$ cat src/rtl/qpsk_frame_sync.sv
// qpsk_frame_sync
// Receive-side frame synchronizer for the QPSK link. Takes the serial bit
// stream from the demodulator (one strobe per decided bit), hunts for the
// 8-bit header, collects the payload, checks the 8-bit tail and presents
// each good frame as a parallel word. Also tracks lock status and counts
// bad frames.
//
// Frame on the wire, MSB first: {HEAD[7:0], payload[PAY_W-1:0], TAIL[7:0]}.
//
// Ports
//   clk        in   system clock
//   rst        in   synchronous, active-high reset
//   bit_in     in   recovered bit, meaningful only while bit_vld=1
//   bit_vld    in   one-cycle strobe per recovered bit, arbitrary gaps
//   para_out   out  last good frame (PAY_W+16 bits), MSB = first bit received
//   payload    out  para_out[PAY_W+7:8]
//   frame_vld  out  one-cycle pulse in the cycle para_out updates
//   locked     out  frame lock indicator
//   err_cnt    out  bad-frame count, saturates at 255
//   dbg_state  out  FSM state: 0=HUNT, 1=PAY, 2=TAIL, 3=HEAD
//
// Input handshake: bit_vld/bit_in form a valid-only stream with no
// back-pressure. A bit is consumed on every rising clk edge where
// bit_vld=1; edges with bit_vld=0 leave every register untouched (apart
// from frame_vld, which is a single-cycle pulse).

module qpsk_frame_sync #(
  parameter logic [7:0] HEAD   = 8'hFF,
  parameter logic [7:0] TAIL   = 8'hFF,
  parameter int         PAY_W  = 24,
  parameter int         LOCK_N = 2,
  parameter int         LOSS_N = 3
) (
  input  logic              clk,
  input  logic              rst,
  input  logic              bit_in,
  input  logic              bit_vld,
  output logic [PAY_W+15:0] para_out,
  output logic [PAY_W-1:0]  payload,
  output logic              frame_vld,
  output logic              locked,
  output logic [7:0]        err_cnt,
  output logic [1:0]        dbg_state
);

  localparam int         FRM_W    = PAY_W + 16;
  localparam logic [5:0] PAY_LAST = 6'(PAY_W - 1);
  localparam logic [5:0] BYTE_END = 6'd7;
  localparam logic [5:0] HUNT_MIN = 6'd8;
  localparam logic [3:0] LOCK_C   = 4'(LOCK_N);
  localparam logic [3:0] LOSS_C   = 4'(LOSS_N);

  typedef enum logic [1:0] {
    S_HUNT = 2'd0,
    S_PAY  = 2'd1,
    S_TAIL = 2'd2,
    S_HEAD = 2'd3
  } state_e;

  state_e           state_q, state_d;
  logic [FRM_W-1:0] sr_q, sr_d;
  logic [5:0]       cnt_q, cnt_d;
  logic [FRM_W-1:0] para_q, para_d;
  logic             fvld_q, fvld_d;
  logic             locked_q, locked_d;
  logic [7:0]       err_q, err_d;
  logic [3:0]       good_q, good_d;
  logic [3:0]       bad_q, bad_d;

  logic [FRM_W-1:0] sr_shift;
  logic [7:0]       byte_new;
  logic [5:0]       cnt_inc;
  logic             good_frame;
  logic             bad_frame;

  // Shift register contents as they will be after the current bit.
  assign sr_shift = {sr_q[FRM_W-2:0], bit_in};
  assign byte_new = sr_shift[7:0];
  assign cnt_inc  = cnt_q + 6'd1;

  // Framing FSM.
  always_comb begin
    state_d    = state_q;
    sr_d       = sr_q;
    cnt_d      = cnt_q;
    para_d     = para_q;
    fvld_d     = 1'b0;
    good_frame = 1'b0;
    bad_frame  = 1'b0;

    if (bit_vld) begin
      sr_d = sr_shift;
      unique case (state_q)
        S_HUNT: begin
          // cnt holds the number of fresh bits since entering HUNT and
          // saturates at 8, so a header can only be built from bits that
          // arrived after the last rejection.
          cnt_d = (cnt_q >= HUNT_MIN) ? cnt_q : cnt_inc;
          if ((cnt_inc >= HUNT_MIN) && (byte_new == HEAD)) begin
            cnt_d   = 6'd0;
            state_d = S_PAY;
          end
        end
        S_PAY: begin
          cnt_d = cnt_inc;
          if (cnt_q == PAY_LAST) begin
            cnt_d   = 6'd0;
            state_d = S_TAIL;
          end
        end
        S_TAIL: begin
          cnt_d = cnt_inc;
          if (cnt_q == BYTE_END) begin
            cnt_d = 6'd0;
            if (byte_new == TAIL) begin
              good_frame = 1'b1;
              para_d     = sr_shift;
              fvld_d     = 1'b1;
              state_d    = S_HEAD;
            end else begin
              bad_frame = 1'b1;
              state_d   = S_HUNT;
            end
          end
        end
        S_HEAD: begin
          cnt_d = cnt_inc;
          if (cnt_q == BYTE_END) begin
            cnt_d = 6'd0;
            if (byte_new == HEAD) begin
              state_d = S_PAY;
            end else begin
              bad_frame = 1'b1;
              state_d   = S_HUNT;
            end
          end
        end
        default: begin
          cnt_d   = 6'd0;
          state_d = S_HUNT;
        end
      endcase
    end
  end

  // Lock tracking and error counting.
  always_comb begin
    good_d   = good_q;
    bad_d    = bad_q;
    locked_d = locked_q;
    err_d    = err_q;

    if (good_frame) begin
      bad_d  = 4'd0;
      good_d = (good_q >= LOCK_C) ? LOCK_C : good_q + 4'd1;
      if (good_d == LOCK_C) locked_d = 1'b1;
    end

    if (bad_frame) begin
      good_d = 4'd0;
      bad_d  = (bad_q >= LOSS_C) ? LOSS_C : bad_q + 4'd1;
      if (bad_d == LOSS_C) locked_d = 1'b0;
      err_d  = (err_q == 8'hFF) ? 8'hFF : err_q + 8'd1;
    end
  end

  always_ff @(posedge clk) begin
    if (rst) begin
      state_q  <= S_HUNT;
      sr_q     <= '0;
      cnt_q    <= 6'd0;
      para_q   <= '0;
      fvld_q   <= 1'b0;
      locked_q <= 1'b0;
      err_q    <= 8'd0;
      good_q   <= 4'd0;
      bad_q    <= 4'd0;
    end else begin
      state_q  <= state_d;
      sr_q     <= sr_d;
      cnt_q    <= cnt_d;
      para_q   <= para_d;
      fvld_q   <= fvld_d;
      locked_q <= locked_d;
      err_q    <= err_d;
      good_q   <= good_d;
      bad_q    <= bad_d;
    end
  end

  assign para_out  = para_q;
  assign payload   = para_q[PAY_W+7:8];
  assign frame_vld = fvld_q;
  assign locked    = locked_q;
  assign err_cnt   = err_q;
  assign dbg_state = state_q;

endmodule

$ cat config.mk
export PLATFORM = sky130hd
export DESIGN_NAME = qpsk_frame_sync
export DESIGN_NICKNAME = d
export VERILOG_FILES = /design/src/rtl/qpsk_frame_sync.sv
export SDC_FILE = /design/constraint.sdc
export NUM_CORES = 1
export LEC_CHECK = 0
export CAP_MARGIN = 40
export CORE_ASPECT_RATIO = 0.6
export CORE_MARGIN = 5
export CORE_UTILIZATION = 50
export DETAILED_ROUTE_END_ITERATION = 6
export PLACE_DENSITY_LB_ADDON = 0.2
export SLEW_MARGIN = 10
export SYNTH_ARGS = -nofsm -noshare
export SYNTH_HDL_FRONTEND = slang
export SYNTH_SLANG_ARGS = --single-unit
$ cat constraint.sdc
create_clock -name clk -period 2.4 [get_ports clk]
set_input_delay 0.72 -clock clk [delete_from_list [all_inputs] [get_ports clk]]
set_output_delay 0.72 -clock clk [all_outputs]
set_load 0.005 [all_outputs]
[After elaboration in Yosys (flattened, before gate mapping)]
Cells that the tools add are included.
Word-level totals
  flip-flop bits (word level): 105
  bits in latches: 0
  RAM bits: 0
  memory bits (read-only): 0
  output and inout bits: 76
  word-level logic and storage cells: 68
  memories kept: 0
Cells by class
  add/sub/neg operators: 4
  multiply operators: 0
  divide/modulo/power cells: 0
  magnitude comparators: 4
  eq/ne operators: 14
  shifts and indexed selects: 0
  multiplexer cells: 29
  bitwise gates (word level): 0
  reduce and logical (&&, ||, !) cells: 8
Operators by type and width (number)
  6-bit 2-to-1 mux: 4
  6-bit case mux with 3 select lines: 1
  8-bit equality test, second input constant: 2
  4-bit 2-to-1 mux: 4
  1-bit 2-to-1 mux: 13
  6-bit by 4-bit >= comparator with 1-bit output, second input constant: 2
  2-bit 2-to-1 mux: 5
  4-bit by 1-bit adder with 4-bit output, second input constant: 2
  8-bit by 1-bit adder with 8-bit output, second input constant: 1
  4-bit by 2-bit equality test with 1-bit output, second input constant: 2
  4-bit by 2-bit >= comparator with 1-bit output, second input constant: 2
  8-bit 2-to-1 mux: 1
  2-bit != test, second input constant: 4
  2-bit case mux with 4 select lines: 1
  6-bit by 1-bit adder with 6-bit output, second input constant: 1
  6-bit by 3-bit equality test with 1-bit output, second input constant: 1
  6-bit by 5-bit equality test with 1-bit output, second input constant: 1
  5-bit AND reduction: 1
  2-bit equality test, second input constant: 2
  4-bit AND reduction: 1
  2-bit OR reduction: 2
  3-bit != test, second input constant: 1
  2-bit by 1-bit equality test with 1-bit output, second input constant: 1
  2-bit logical NOT: 1
  other kinds (3): 3

[Longest topological paths before layout]
Gate-level depths: netlist of the first run.
  depth in word-level cells: 8
  depth in mapped cells: 8
  depth with buffers taken out: 7

[Worst setup path before layout of the first run]
OpenSTA, ideal clock, no wires.
  path kind: input to register
  start: in bit_in
  end: reg para_q[20] (netlist: para_out[20])
  library setup time: 132 ps
  arrival time: 1841 ps
  required time: 2268 ps
  path slack: 427 ps
  stages: 7
  path buffers: 2
  cells stage by stage: nand4_1 or2_2 or3_1 buf_6 buf_6 nand2_1 a21oi_1
Between the ends
  word-level cells in the longest chain between the ends: 2
RTL lines
  start, declared: line 36  | input logic bit_in,
  8-bit equality test: line 115  | if (byte_new == TAIL) begin
  4-bit AND reduction (no source line)
  end signal, assigned: line 182  | para_q <= para_d;
  end, declared: line 63  | logic [FRM_W-1:0] para_q, para_d;
Every way passes these cells.
A chain may end at the register's enable or synchronous reset.

[Worst setup path in the final report of the first run]
  start: in bit_in
  end: reg good_q[0]
Between the ends
  word-level cells in the longest chain between the ends: 6
  elaborated cells on any way between the ends: 10
RTL lines
  8-bit equality test (*): line 115, 130
  1-bit 2-to-1 mux: line 115, 130
  1-bit 2-to-1 mux: line 113  | if (cnt_q == BYTE_END) begin
  1-bit 2-to-1 mux
  1-bit 2-to-1 mux: line 91  | if (bit_vld) begin
  2-bit OR reduction (no source line)
  end signal, assigned: line 186  | good_q <= good_d;
  end, declared: line 67  | logic [3:0] good_q, good_d;
Every way passes the cells marked *; elsewhere a longest branch is shown, timed or not.

==> impl_metrics.py, run 1 <==
metrics = {
    "min_path": {
        "min-delay-path-class": "flip-flop to flip-flop",
    },
    "grt": {
        "grt_first_pass_wirelength_microns": 14200,
        "antenna_found_initial": 0,
        "globalRoute.totalOverflow": 0,
        "via_count_of_the_first_global_routing_pass": 3003,
        "grt_start_max_net_pins": 52,
        "gr-usage-all-layers_pct": 16.7,
    },
    "layout": {
        "multi_input_area_sq_um": 1820,
        "nFillCells": 727,
        "post_layout_nonfiller_instances": 641,
        "layout.cells.most_common": "dfxtp_1",
        "area_growth_syn_to_layout_pct": 23.4,
        "nets": 537,
        "insertedDiodeCount": 0,
        "mostFrequentLayoutCells": "dfxtp_1, clkdlybuf4s50_1, nand2_1, nor2_1, a21oi_1",
        "drive_gt1_share_pct": 7.94,
        "regArea_sq_um": 2100,
        "final_design_area_no_fill_sq_um": 5270,
        "post_layout_util_pct": 62.6,
    },
    "timing": {
        "hold_viol_final": 0,
        "setup-tns-final_ns": 0,
        "tightest_slew_margin_relative_to_the_limit_pct": 56.8,
        "post-route-period-util_pct": 91.1,
        "timing.fmax_ghz": 0.457,
        "rsz0062_at_grt": "no",
        "report.final.slew_viol_count": 0,
        "setup_viol_count_final": 0,
        "timing.final.crit_period_ns": 2.19,
        "timing.clock.skew_ns": 0.00449,
        "timing_worst_slew_pin_value_ns": 0.642,
    },
    "floorplanning": {
        "initial_cell_density_of_the_core_pct": 50.7,
        "dieHeight_microns": 81.6,
        "core_sq_um": 8430,
        "die_area_sq_um": 10600,
        "boundaryPins": 80,
        "dieWidth_microns": 129,
        "count_of_standard_cell_rows": 26,
    },
    "detailed_routing": {
        "dr.first_iter.drc_count": 114,
        "route.vias.total": 3272,
        "drt_wl_total_microns": 8540,
        "drcViolationCount": 0,
        "ant_nets": 0,
        "drt_first_pass_iters": 4,
        "detail_route.vias_per_cell": 5.10,
        "routed_wire_length_per_instance_microns": 13.3,
    },
    "worst_setup_path": {
        "critical_path.top_delay_family": "simple AND/OR/NAND/NOR gates",
        "critPathArrivalTime_ns": 2.44,
        "critical_path_peak_fanout": 7,
        "cpMostUsedCell": "buf_4",
        "critPathLaunchType": "input pin",
        "endpoint_kind": "flip-flop",
        "path_cells": "clkdlybuf4s50_1, nand4_1, or2_2, buf_4, nor3_4, buf_4, and3_1, a21oi_1, nor3_1",
        "crit_buf_inv": 3,
        "path_class": "input pin to flip-flop",
        "critical_path.slowest_cell": "clkdlybuf4s50_1",
        "cp_slowest_stage_delay_ns": 0.48,
        "critical_path_required_ns": 2.65,
    },
    "flow_run": {
        "drv.max_cap_violation_count": 0,
    },
    "clock_tree": {
        "tritoncts": "yes",
        "cts_hold_repair.buffers": 0,
        "clkTransAtPathRegs_ns": 0.06,
        "cts_sinks": 105,
        "clk-insertion-delay-late_ns": 0.34,
        "cts.repair_timing.setup_buffer_count": 0,
        "htreeDepth": 3,
        "cts_max_path_buffers": 2,
        "cts_root_buffer": "clkbuf_16",
        "cts_repair_resize_count": 0,
        "tritoncts.num_buffers": 9,
    },
    "pwr": {
        "power_uw": 3210,
        "vdd_ir_drop_max_uv": 433,
        "leakagePower_uw": 0.00197,
        "p_per_area_nw_per_um2": 609,
    },
    "logic_synthesis": {
        "synth-seq-cells": 105,
        "post_synth_num_cell_types": 53,
        "synth_seq_area_share_pct": 49.2,
        "synth.cell_area_sq_um": 4270,
        "post_synth_inst_count": 473,
        "ys_async_sr_fraction_pct": 0,
        "syn_area_per_cell_sq_um": 9.03,
        "synthesis.nets": 483,
        "postSynth.topFlopCell": "dfxtp_1",
        "synth_enable_flop_cells": 0,
        "yosysWarnings": 0,
    },
    "placement": {
        "quantity_of_i_o_buffers_inserted_on_ports": 79,
        "placedInstanceArea_sq_um": 5010,
        "routabilityCongestion": 0.858,
        "dp_cells": 628,
        "hpwlAfterDp_microns": 5800,
    },
    "status": {
        "run_status": "finished clean",
    },
}
==> worst min-delay path, stage by stage (launching register included) <==
cell,delay (ns)
dfxtp_1,0.31
nand2_1,0.05
a21oi_1,0.05
==> through the flow <==
step	setup WS, ns	hold slack (ns)
2_1_floorplan	0.427	0.431
5_1_grt	0.0982	0.488
4_1_cts	0.190	0.463
3_5_place_dp	-0.151	0.449
6_report	0.214	0.457
3_3_place_gp	-0.115	0.447
==> synth_stat cells, drive strengths merged (2+ instances only) <==
| cell | number | area [sq um] |
|---|---|---|
| a21oi | 42 | 210 |
| a311oi | 6 | 52.6 |
| nand2b | 2 | 12.5 |
| and3 | 9 | 58.8 |
| a21boi | 2 | 15.0 |
| a31oi | 2 | 12.5 |
| o31ai | 3 | 22.5 |
| nor3b | 2 | 15.0 |
| nor3 | 10 | 66.3 |
| buf | 39 | 273 |
| nand4 | 3 | 18.8 |
| o21a | 2 | 15.0 |
| a211oi | 4 | 30.0 |
| clkbuf | 13 | 48.8 |
| mux2i | 40 | 400 |
| o2bb2ai | 2 | 17.5 |
| nand2 | 71 | 267 |
| ha | 6 | 75.1 |
| nor2 | 70 | 265 |
| nand3 | 7 | 40.0 |
| inv | 8 | 30.0 |
| dfxtp | 105 | 2100 |
| o21ai | 6 | 30.0 |
| nor4 | 2 | 18.8 |
==> cell families after synthesis <==
family / after synthesis / share of synthesized area, %
buf+inv: 60 / 8.23
mux: 41 / 9.64
compound gates: 77 / 11.3
xor+xnor: 1 / 0.205
fa+ha+maj: 6 / 1.76
flops: 105 / 49.2
simple gates: 183 / 19.6
==> where the power goes <==
group          internal (uW)  switching, uW
registers               1750           6.50
clock network            792            577
logic                   30.1           56.5
==> final timing paths <==
check	start	cells after the start	to	slack (ns)
worst max-delay path	bit_in	9	good_q[0]	0.21
worst min-delay path	para_out[37]	2	para_out[37]	0.46
worst max register to register	cnt_q[1]	7	para_out[28]	0.23
worst min register to register	para_out[37]	2	para_out[37]	0.46
==> cell type report <==
cell class | count | share of cell area, %
repair buffers | 95 | 17.4
clock buffers | 12 | 4.49
inverters | 8 | 0.570
flip-flops and latches | 105 | 39.9
multi-input cells | 308 | 34.5
well taps | 112 | 2.66
clock inverters | 1 | 0.570
==> routing by layer <==
metal	part of all wire [%]	global-route usage [%]	up-vias
met5	0	0	-
met4	1.5	6.29	0
met3	5.2	5.33	10
met2	43	26.2	67
met1	50	21.8	1512
li1	-	-	1683
==> sequential cells by signal, indices dropped and copies added (netlist names) <==
name and flops:
para_out 40, sr_q 39, err_cnt 8, cnt_q 6, bad_q 4, good_q 4
dbg_state 2, frame_vld 1, locked 1
Power figures use the tool's default switching activity.
==> inputs of run 2 (changes only) <==
- ABC_AREA: not set -> 1
- CAP_MARGIN: 40 -> not set
- HOLD_SLACK_MARGIN: not set -> 0.03
==> run 2 against run 1 <==
  * Routed wire length is 15% higher
  * Largest power group unchanged
  * Critical path depth decreased by 1
  * Maximum frequency is 5.7% higher
  * Power increased by 9.2%
  * Die area is 2.6% higher
  * Combinational power is 94% higher
==> impl_metrics.py, run 2 <==
metrics = {
    "status": {
        "run_status": "finished clean",
    },
    "timing": {
        "setup-tns-final_ns": 0,
        "final.setup.worst_slack_ns": 0.331,
        "timing.clock.skew_ns": 0.00639,
        "timing.fmax_ghz": 0.483,
        "setup_viol_count_final": 0,
        "hold_viol_final": 0,
        "timing_worst_slew_pin_value_ns": 0.606,
        "timing.final.crit_period_ns": 2.07,
        "report.final.slew_viol_count": 0,
        "post-route-period-util_pct": 86.2,
        "rsz0062_at_grt": "no",
        "tightest_slew_margin_relative_to_the_limit_pct": 59.5,
    },
    "min_path": {
        "timing.hold.worst.start": "good_q[3]",
        "worstHoldEndpoint": "good_q[3]",
        "whs_path_depth": 2,
        "min-delay-path-class": "flip-flop to flip-flop",
    },
    "pwr": {
        "power_uw": 3510,
        "leakagePower_uw": 0.00224,
        "pwr-share-clk_pct": 43.0,
        "power.share.switching_pct": 23.0,
        "vdd_ir_drop_max_uv": 361,
        "intPower_uw": 2700,
        "power_share_of_the_sequential_group_pct": 52.3,
        "p_per_area_nw_per_um2": 649,
        "share_comb_of_total_power_pct": 4.8,
        "power.net_switching_uw": 807,
    },
    "detailed_routing": {
        "met3WireLength_microns": 642,
        "routed.top_layer": "met4",
        "dr.first_iter.drc_count": 322,
        "detail_route.vias_per_cell": 5.03,
        "drt_wl_total_microns": 9790,
        "drt_first_pass_iters": 4,
        "route.layer.met1.wl_microns": 4650,
        "drcViolationCount": 0,
        "routed_wire_length_per_instance_microns": 13.2,
        "route.vias.total": 3725,
        "ant_nets": 0,
        "met2_length_microns": 4370,
    },
    "placement": {
        "quantity_of_i_o_buffers_inserted_on_ports": 79,
        "placement.setup.worst_slack_ns": -0.0229,
        "hpwlAfterDp_microns": 6550,
        "routabilityCongestion": 0.832,
    },
    "worst_setup_path": {
        "r2r_startpoint": "cnt_q[1]",
        "critPathArrivalTime_ns": 2.28,
        "path_class": "input pin to flip-flop",
        "critical_path_peak_fanout": 36,
        "reg2reg_slack_ns": 0.55,
        "critPathLaunchType": "input pin",
        "endpoint_kind": "flip-flop",
        "critical_path_required_ns": 2.61,
        "r2r-end": "err_cnt[2]",
        "worst-r2r-cell-count": 8,
    },
    "grt": {
        "antenna_found_initial": 0,
        "gr-usage-all-layers_pct": 19.3,
        "grt_start_max_net_pins": 80,
        "globalRoute.totalOverflow": 0,
        "via_count_of_the_first_global_routing_pass": 3486,
        "grt_first_pass_wirelength_microns": 16600,
    },
    "logic_synthesis": {
        "syn_area_per_cell_sq_um": 7.65,
        "yosys.cell_count.top_type": "nor2_1",
        "postSynth.topFlopCell": "dfxtp_1",
        "synth-seq-cells": 105,
        "synth_top_family_by_area": "simple AND/OR/NAND/NOR gates",
        "post_synth_mux_area_share_pct": 0,
        "synth_enable_flop_cells": 0,
        "synth_xor_area_share_pct": 0.997,
        "synthDominantAreaCellType": "dfxtp_1",
        "ys_async_sr_fraction_pct": 0,
        "synthesis.nets": 584,
        "synth_top_area_share_pct": 47.8,
        "synth_area_in_compound_gates_pct": 12.7,
        "yosys.area_share.adder_pct": 1.71,
        "post_synth_num_cell_types": 33,
        "netlist_top_cells_area": "dfxtp_1, nor2_1, o21ai_0, buf_4, nand2_1",
        "yosysWarnings": 0,
        "post_synth_and_or_nand_nor_area_fraction_pct": 26.3,
        "post_synth_inst_count": 574,
        "synth.cell_area_sq_um": 4390,
        "synth_seq_area_share_pct": 47.8,
        "ys_top_cells_by_count": "nor2_1, dfxtp_1, o21ai_0, nand2_1, inv_1",
    },
    "clock_tree": {
        "tritoncts.num_buffers": 9,
        "cts_root_buffer": "clkbuf_16",
        "cts_max_path_buffers": 2,
        "htreeDepth": 3,
        "cts.repair_timing.setup_buffer_count": 0,
        "clkTransAtPathRegs_ns": 0.07,
        "cts_hold_repair.buffers": 0,
        "cts_repair_resize_count": 0,
        "clk-insertion-delay-late_ns": 0.35,
        "tritoncts": "yes",
        "cts_sinks": 105,
    },
    "floorplanning": {
        "dieWidth_microns": 131,
        "boundaryPins": 80,
        "initial_cell_density_of_the_core_pct": 51.5,
        "dieHeight_microns": 82.6,
        "count_of_standard_cell_rows": 26,
        "die_area_sq_um": 10800,
        "core_sq_um": 8520,
    },
    "flow_run": {
        "drv.max_cap_violation_count": 0,
    },
    "layout": {
        "nets": 633,
        "nFillCells": 718,
        "insertedDiodeCount": 0,
        "flip_flop_count_of_the_largest_register_after_layout": 40,
        "layout.cells.most_common": "nor2_1",
        "area_growth_syn_to_layout_pct": 22.9,
        "drive_gt1_share_pct": 7.01,
        "mostFrequentLayoutCells": "nor2_1, dfxtp_1, clkdlybuf4s50_1, o21ai_0, nand2_1",
    },
}
==> run 2: critical path, cell delays in order <==
cell             delay [ns]
clkdlybuf4s50_1        0.48
nand4_1                0.15
nor2_4                 0.15
nand3_2                0.10
nor2_4                 0.15
inv_2                  0.25
a21oi_1                0.20
a211oi_1               0.06
==> run 2: worst max-delay path by stage <==
stage            from      endpoint  slack (ns)  depth (start not counted)
2_1_floorplan  bit_in  para_out[16]        0.64                          8
3_3_place_gp   bit_in     good_q[0]      -0.009                          8
3_5_place_dp   bit_in     good_q[0]       -0.02                          8
4_1_cts        bit_in     good_q[0]        0.33                          8
5_1_grt        bit_in     good_q[0]        0.21                          8
6_report       bit_in     good_q[0]        0.33                          8
==> run 2: final cells by class <==
class,instances,area [sq um],area share [%]
Sequential cell,105,2100,38.9
Timing Repair Buffer,91,906,16.8
Inverter,30,114,2.11
Tap cell,112,140,2.60
Clock inverter,5,62.6,1.16
Clock buffer,11,243,4.50
Multi-Input combinational cell,386,1830,33.9
==> run 2: layer usage <==
metal  up-vias  global-route usage, %
met5         -                      0
met4         0                   6.06
met3        15                   7.33
met2        90                   29.6
met1      1709                   25.2
li1       1911                      -
==> run 2: cells by family after synthesis <==
logic type,after synthesis
AO/OA/AOI/OAI,108
XOR/XNOR,5
adder cells (fa/ha/maj),6
AND/OR/NAND/NOR,267
buffers and inverters,83
flip-flops,105
==> run 2: metrics by stage <==
stage,hold slack [ns],std cells,cell area (sq um),utilization (%)
global route,0.471,740,5400,63.3
detailed placement,0.444,724,5090,59.8
CTS,0.454,740,5400,63.3
finish,0.453,740,5400,63.3
floorplan,0.423,574,4390,-
global placement,0.435,724,5090,59.8
==> run 2: power groups by stage <==
stage / Clock [uW] / Sequential [uW] / Combinational [uW]
after CTS: 1540 / 1830 / 170
final: 1510 / 1830 / 168
after global placement: 0 / 1870 / 161
after detailed placement: 0 / 1870 / 168
after floorplan: 0 / 1860 / 131
after global routing: 1620 / 1840 / 197
